<file path="src/rtl/div_iter_pkg.sv">
`default_nettype none
// ============================================================================
// Module   : div_iter_pkg
// Purpose  : Shared definitions for the iterative divider. It holds the state
//            encodings, the operand/result/counter widths and a small
//            conditional-negate helper. These are the same values the legacy
//            mycpu_head.h header carried.
// Revision : 1.0 - initial release
// ============================================================================
package div_iter_pkg;

    localparam int C_DATA_W   = 32;   // operand width
    localparam int C_RESULT_W = 64;   // {quotient, remainder}
    localparam int C_CNT_W    = 6;    // iteration counter width

    // The BUSY cycle with this counter value performs the final (32nd) step.
    localparam logic [C_CNT_W-1:0] C_LAST_STEP = 6'd31;

    localparam logic [1:0] C_IDLE = 2'd0;
    localparam logic [1:0] C_BUSY = 2'd1;
    localparam logic [1:0] C_DONE = 2'd2;

    // Two's-complement negate when neg is set, pass through otherwise.
    function automatic logic [C_DATA_W-1:0] f_neg_if(
        input logic [C_DATA_W-1:0] x,
        input logic                neg
    );
        return neg ? (~x + 1'b1) : x;
    endfunction

endpackage
`default_nettype wire

</file>
<file path="src/rtl/div_iter_step.sv">
`default_nettype none
// ============================================================================
// Module   : div_step
// Purpose  : One combinational restoring shift-subtract step.
// Ports    : part_rem  in  33  shifted partial remainder {rem, next dividend bit}
//            divisor   in  32  divisor magnitude
//            rem_next  out 32  partial remainder after this step
//            q_bit     out 1   quotient bit produced by this step
// Revision : 1.0 - initial release
// ============================================================================
module div_step
    import div_iter_pkg::*;
(
    input  logic [C_DATA_W:0]   part_rem,
    input  logic [C_DATA_W-1:0] divisor,
    output logic [C_DATA_W-1:0] rem_next,
    output logic                q_bit
);

    logic [C_DATA_W:0] w_diff;

    assign w_diff = part_rem - {1'b0, divisor};

    // No borrow means the divisor fits: keep the difference. The restored
    // value always fits 32 bits because part_rem < 2 * divisor here.
    assign q_bit    = ~w_diff[C_DATA_W];
    assign rem_next = q_bit ? w_diff[C_DATA_W-1:0] : part_rem[C_DATA_W-1:0];

endmodule
`default_nettype wire

</file>
<file path="src/rtl/div_iter.sv">
`default_nettype none
// ============================================================================
// Module   : div_iter
// Purpose  : 32-bit iterative restoring divider with AXI-Stream style operand
//            and result channels. It performs one quotient bit per cycle, so
//            a result appears 33 cycles after acceptance. Both operands are
//            accepted together as a pair. There is no output back-pressure.
// Params   : SIGNED  1 = two's-complement operands, 0 = unsigned
// Macro    : DIV_ZERO_FAST_EN - when defined, a zero divisor skips the
//            iterations and the result is presented in the next cycle.
// Ports    : clk                     in   1  rising-edge clock
//            resetn                  in   1  asynchronous active-low reset
//            s_axis_dividend_tvalid  in   1  dividend offered
//            s_axis_dividend_tdata   in  32  dividend
//            s_axis_dividend_tready  out  1  dividend accepted this cycle
//            s_axis_divisor_tvalid   in   1  divisor offered
//            s_axis_divisor_tdata    in  32  divisor
//            s_axis_divisor_tready   out  1  divisor accepted this cycle
//            m_axis_dout_tvalid      out  1  one-cycle result strobe
//            m_axis_dout_tdata       out 64  {quotient, remainder}
// Revision : 1.0 - initial release
// ============================================================================
module div_iter
    import div_iter_pkg::*;
#(
    parameter int SIGNED = 1
) (
    input  logic                  clk,
    input  logic                  resetn,
    input  logic                  s_axis_dividend_tvalid,
    input  logic [C_DATA_W-1:0]   s_axis_dividend_tdata,
    output logic                  s_axis_dividend_tready,
    input  logic                  s_axis_divisor_tvalid,
    input  logic [C_DATA_W-1:0]   s_axis_divisor_tdata,
    output logic                  s_axis_divisor_tready,
    output logic                  m_axis_dout_tvalid,
    output logic [C_RESULT_W-1:0] m_axis_dout_tdata
);

    logic [1:0]            r_state;
    logic [C_CNT_W-1:0]    r_cnt;
    logic [C_DATA_W-1:0]   r_rem;     // partial remainder
    logic [C_DATA_W-1:0]   r_quo;     // dividend bits shift out, quotient bits shift in
    logic [C_DATA_W-1:0]   r_dvsr;    // divisor magnitude
    logic                  r_q_neg;
    logic                  r_r_neg;
    logic                  r_dz;      // divisor was zero
    logic [C_RESULT_W-1:0] r_dout;

    logic                  w_accept;
    logic                  w_a_neg;
    logic                  w_b_neg;
    logic [C_DATA_W-1:0]   w_a_mag;
    logic [C_DATA_W-1:0]   w_b_mag;
    logic                  w_div_zero;
    logic [C_DATA_W-1:0]   w_rem_next;
    logic                  w_q_bit;
    logic [C_DATA_W-1:0]   w_quo_fin;
    logic [C_DATA_W-1:0]   w_quo_res;
    logic [C_DATA_W-1:0]   w_rem_res;

    // Ready is gated by resetn so it drops the moment reset is asserted,
    // not just at the next edge.
    assign w_accept = resetn && (r_state == C_IDLE) &&
                      s_axis_dividend_tvalid && s_axis_divisor_tvalid;

    assign s_axis_dividend_tready = w_accept;
    assign s_axis_divisor_tready  = w_accept;

    assign w_a_neg    = (SIGNED != 0) && s_axis_dividend_tdata[C_DATA_W-1];
    assign w_b_neg    = (SIGNED != 0) && s_axis_divisor_tdata[C_DATA_W-1];
    assign w_a_mag    = f_neg_if(s_axis_dividend_tdata, w_a_neg);
    assign w_b_mag    = f_neg_if(s_axis_divisor_tdata, w_b_neg);
    assign w_div_zero = (s_axis_divisor_tdata == '0);

    div_step u_step (
        .part_rem (({r_rem, r_quo[C_DATA_W-1]})),
        .divisor  (r_dvsr),
        .rem_next (w_rem_next),
        .q_bit    (w_q_bit)
    );

    // Result of the final step is sign-corrected on its way into the output
    // register so DONE follows the 32nd step directly. With a zero divisor
    // every step yields a 1 quotient bit and the remainder rebuilds the
    // dividend magnitude; restoring its sign returns the dividend unchanged.
    assign w_quo_fin = {r_quo[C_DATA_W-2:0], w_q_bit};
    assign w_quo_res = r_dz ? {C_DATA_W{1'b1}} : f_neg_if(w_quo_fin, r_q_neg);
    assign w_rem_res = f_neg_if(w_rem_next, r_r_neg);

    always_ff @(posedge clk or negedge resetn) begin
        if (!resetn) begin
            r_state <= C_IDLE;
            r_cnt   <= '0;
            r_rem   <= '0;
            r_quo   <= '0;
            r_dvsr  <= '0;
            r_q_neg <= 1'b0;
            r_r_neg <= 1'b0;
            r_dz    <= 1'b0;
            r_dout  <= '0;
        end else begin
            case (r_state)
                C_IDLE: begin
                    if (w_accept) begin
                        r_rem   <= '0;
                        r_quo   <= w_a_mag;
                        r_dvsr  <= w_b_mag;
                        r_q_neg <= w_a_neg ^ w_b_neg;
                        r_r_neg <= w_a_neg;
                        r_dz    <= w_div_zero;
                        r_cnt   <= '0;
`ifdef DIV_ZERO_FAST_EN
                        if (w_div_zero) begin
                            r_dout  <= {{C_DATA_W{1'b1}}, s_axis_dividend_tdata};
                            r_state <= C_DONE;
                        end else begin
                            r_state <= C_BUSY;
                        end
`else
                        r_state <= C_BUSY;
`endif
                    end
                end
                C_BUSY: begin
                    r_rem <= w_rem_next;
                    r_quo <= w_quo_fin;
                    r_cnt <= r_cnt + 1'b1;
                    if (r_cnt == C_LAST_STEP) begin
                        r_dout  <= {w_quo_res, w_rem_res};
                        r_state <= C_DONE;
                    end
                end
                C_DONE: begin
                    r_state <= C_IDLE;
                end
                default: begin
                    r_state <= C_IDLE;
                end
            endcase
        end
    end

    assign m_axis_dout_tvalid = (r_state == C_DONE);
    assign m_axis_dout_tdata  = r_dout;

endmodule
`default_nettype wire

</file>
<file path="config.mk">
export PLATFORM = sky130hd
export DESIGN_NAME = div_iter
export DESIGN_NICKNAME = d
export VERILOG_FILES = /design/src/rtl/div_iter_pkg.sv /design/src/rtl/div_iter_step.sv /design/src/rtl/div_iter.sv
export SDC_FILE = /design/constraint.sdc
export NUM_CORES = 1
export LEC_CHECK = 0
export CORE_MARGIN = 8
export CORE_UTILIZATION = 50
export CTS_BUF_LIST = sky130_fd_sc_hd__clkbuf_8
export DETAILED_ROUTE_END_ITERATION = 12
export GPL_ROUTABILITY_DRIVEN = 0
export PLACE_DENSITY = 0.81
export SKIP_CTS_REPAIR_TIMING = 1
export SLEW_MARGIN = 25
export SYNTH_ARGS = -nofsm -noshare
export SYNTH_HDL_FRONTEND = slang
export SYNTH_SLANG_ARGS = --single-unit
</file>
<file path="constraint.sdc">
create_clock -name clk -period 8.9 [get_ports clk]
set_clock_uncertainty 0.05 [all_clocks]
set_input_delay 1.78 -clock clk [delete_from_list [all_inputs] [get_ports clk]]
set_output_delay 1.78 -clock clk [all_outputs]
set_load 0.01 [all_outputs]
</file>
==> results.md <==
* Layout cell share with drive strength beyond 1 at 4.26%
* DR vias at 11000
* Starting Density at between 50% and 60%
* Crit Path Class: reg -> reg
* VDD IR max at 0.000261 V
* Initial antenna violation count at 0
* TritonRoute pass-1 iters at 6
* Final core occ at 59.8%
* Die span in y at 168 um
* Top_reg_cell synth: dfrtp_1
* Wire per inst at 18.7 um
* Synth area leaders: dfrtp_1, o21ai_0, xor2_1, nand2_1, xnor2_1
* CP max FO at 40
* Met2 Resource Use GR at 36.1%
* DP Area at 0.0131 mm^2
* Sw Ratio at 50.2%
* Slowest stage delay, CP at 0.57 ns
* Diodes inserted at 0
* Fin crit share at between 60% and 70%
* Num rows at 55
* Vias in the first global route at 10400
* Outcome: finished clean
* RSZ-0062 raised after global routing: false
* R2r endpoint: m_axis_dout_tdata[24]$_DFFE_PN0P_
* Crit path top cell by count: a21oi_1
* Final WL at ~33000 um
* EDFF count, synth at 0
* Via/cell ratio at between 6 and 7
* Measured slew at the worst slew-check pin at 1.01 ns
* Htree depth at 4
* Post-route ant nets at 0
* Worst R2R Path Depth at 22
* Total negative setup slack at 0 ns
* Top cell type's share of synthesized area at around 37%
* Sequential share of power at 24.9%
* Max clock buf depth at 2
* Hold Path End: m_axis_dout_tdata[53]$_DFFE_PN0P_
* Startpoint types: flop
* Placed Instances at 1758
* Iteration-0 DRC Markers at between 900 and 1000
* Flop2flop setup slack at 3.04 ns
* Post-synthesis sequential area ratio at a little under two fifths
* Total track usage at 23.4%
* Final hold vios at 0
* Pint at 2.47 mW
* Area of the multi-input gates at 0.00681 mm^2
* Critical-path top delay cell: a211oi_1
* Max_slew headroom at between 30% and 40%
* Slew Viols, Final at 0
* Latest clock arrival within the worst-skew pair at between 0.4 and 0.5 ns
* Die width at 168 um
* Period minus WS final at 5.86 ns
* Total core area at 0.0227 mm^2
* Avg Inst Size Synth at 8.27 um^2
* Nets@finish at 1598
* Leak Pwr at 5.75 nW
* Final Cell Area at 0.0136 mm^2
* Share of synthesized registers carrying an async set or reset at 100%
* Grt peak-use layer: met2
* Worst Hold Depth at 2
* FF/Latch Area at 0.00428 mm^2
* DP HPWL at around 25000 um
* #FFs+latches synth at 171
* Met3 usage at 4.89%
* Synth area leader: dfrtp_1
* Top delay family on crit path: compound AO/OA/AOI/OAI gates
* Reg clk slew, reported paths at 0.10 ns
* GRT Residual Overflow at 0
* Max-Cap Viols at 0
* CP required at 9.19 ns
* Synth warn at 0
* List of most frequent post-synthesis cells: o21ai_0, nand2_1, dfrtp_1
* Hold WC Path Type: reg -> reg
* Non-filler cells, final at 1789
* Num ports at 135
* Clock tree sinks at 171
* Synthesis-to-layout area growth at 17.1%
* Clk pwr share at approximately 13%
* Pin count of the biggest net entering global routing at 90
* Syn nets at 1508
* CTS Buf Count at 17
* Fmax at roughly 170 MHz
* P_sw at 2.49 mW
* Syn Inst Count at 1402
* Met1 usage at 31.9%
* CTS root buffer: clkbuf_8
* Die area at 0.0283 mm^2
* CP endpoint kind: flop
* Mapped cell area at around 0.012 mm^2
* WP buf/inv at 3
* First-pass GRT wire length at 54100 um
* IO buf count at about 130
* Count leader, synth: o21ai_0
* Fill count at 1990
* CTS tree: built
* DRC at 0
* Hold Startpoint: m_axis_dout_tdata[53]$_DFFE_PN0P_
* Crit path arrival time at 6.15 ns
* Overall Power at roughly 5.0 mW
* Pwr Density at 366 mW/mm^2
* Final setup violation count at 0
* Reg2Reg Launch Point: r_quo[31]$_DFFE_PN0P_
* Unique masters post-synth at 62
* CP Cell Sequence: inv_1, ha_1, fa_1, nand2b_1, a211oi_1, o211ai_1, a21oi_1, o21a_1, nor2_2, inv_1, buf_4, nor2_1, a21oi_1, ha_1, nand4_1, or3_1, nor4_1, a21oi_1, a211o_1, o41ai_2, xnor2_1, o21ai_1
* Share of total power in combinational logic at 61.7%
==> layer usage <==
metal  up-vias  wire length [um]
met3        80              2730
met4         0               937
met1      5198             14800
li1       5203                 -
met5         -                 0
met2       483             15000
==> state kept, by name, indices dropped and copies added (netlist names) <==
| name | cells |
|---|---|
| r_quo | 32 |
| r_r_neg | 1 |
| r_state | 2 |
| m_axis_dout_tdata | 64 |
| r_dz | 1 |
| r_dvsr | 32 |
| r_q_neg | 1 |
| r_rem | 32 |
| r_cnt | 6 |
==> tightest hold or removal path, cell delays in order (launching register included) <==
cell,delay (ns)
dfrtp_1,0.35
nand2_1,0.05
nand2_1,0.05
==> power by group through the flow <==
stage          sequential [mW]  clock [mW]  combinational [mW]
5_1_grt                   1.26       0.700                3.37
2_1_floorplan             1.13           0                2.28
6_report                  1.24       0.664                3.07
4_1_cts                   1.22       0.670                3.00
3_5_place_dp              1.23           0                2.98
3_3_place_gp              1.22           0                2.90
==> worst max path at each step <==
| stage | cells past startpoint | startpoint | slack, ns | end |
|---|---|---|---|---|
| floorplan | 24 | r_quo[31]$_DFFE_PN0P_ | 3.55 | m_axis_dout_tdata[26]$_DFFE_PN0P_ |
| global placement | 22 | r_quo[31]$_DFFE_PN0P_ | 3.41 | m_axis_dout_tdata[26]$_DFFE_PN0P_ |
| detailed placement | 22 | r_quo[31]$_DFFE_PN0P_ | 3.24 | m_axis_dout_tdata[24]$_DFFE_PN0P_ |
| CTS | 22 | r_quo[31]$_DFFE_PN0P_ | 3.14 | m_axis_dout_tdata[28]$_DFFE_PN0P_ |
| global route | 22 | r_quo[31]$_DFFE_PN0P_ | 2.56 | m_axis_dout_tdata[28]$_DFFE_PN0P_ |
| finish | 22 | r_quo[31]$_DFFE_PN0P_ | 3.04 | m_axis_dout_tdata[24]$_DFFE_PN0P_ |
==> cells in the final DEF, fill, tap and decap left out, types with 12 or more instances in the layout <==
cell / n
a21oi_1: 76
o31ai_1: 34
nand3_1: 46
xor2_1: 86
clkbuf_8: 18
o21ai_0: 206
nor2_1: 82
nand2b_1: 12
or4_1: 14
nand2_1: 175
o41ai_1: 17
ha_1: 37
dfrtp_1: 171
xnor2_1: 54
or3_1: 26
mux2i_1: 28
inv_1: 57
nor3_1: 25
buf_4: 14
a22oi_1: 30
clkdlybuf4s50_1: 132
==> through the flow <==
stage | worst slack, ns | hold slack, ns
after detailed placement | 3.24 | 0.408
after floorplan | 3.55 | 0.400
final | 3.04 | 0.423
after global placement | 3.41 | 0.403
after global routing | 2.56 | 0.461
after CTS | 3.14 | 0.430
==> cell families (layout without fill, tap and decap cells) <==
family	count (synthesis)	in the layout	share of synthesized area, %
AO/OA/AOI/OAI	450	450	23.6
XOR/XNOR	140	140	10.6
adder cells (fa/ha/maj)	38	38	4.16
buffers and inverters	135	237	4.50
flip-flops	171	171	36.9
multiplexers	31	31	2.71
AND/OR/NAND/NOR	437	437	17.6
==> layout make-up <==
class                           instances  share of cell area [%]
Sequential cell                       171                    31.5
Multi-Input combinational cell       1096                    50.1
Inverter                               58                    1.60
Timing Repair Buffer                  148                    10.6
Clock buffer                           18                    1.82
Clock inverter                         13                    1.69
Tap cell                              285                    2.63
No activity file was read; power rests on OpenSTA's default activity.
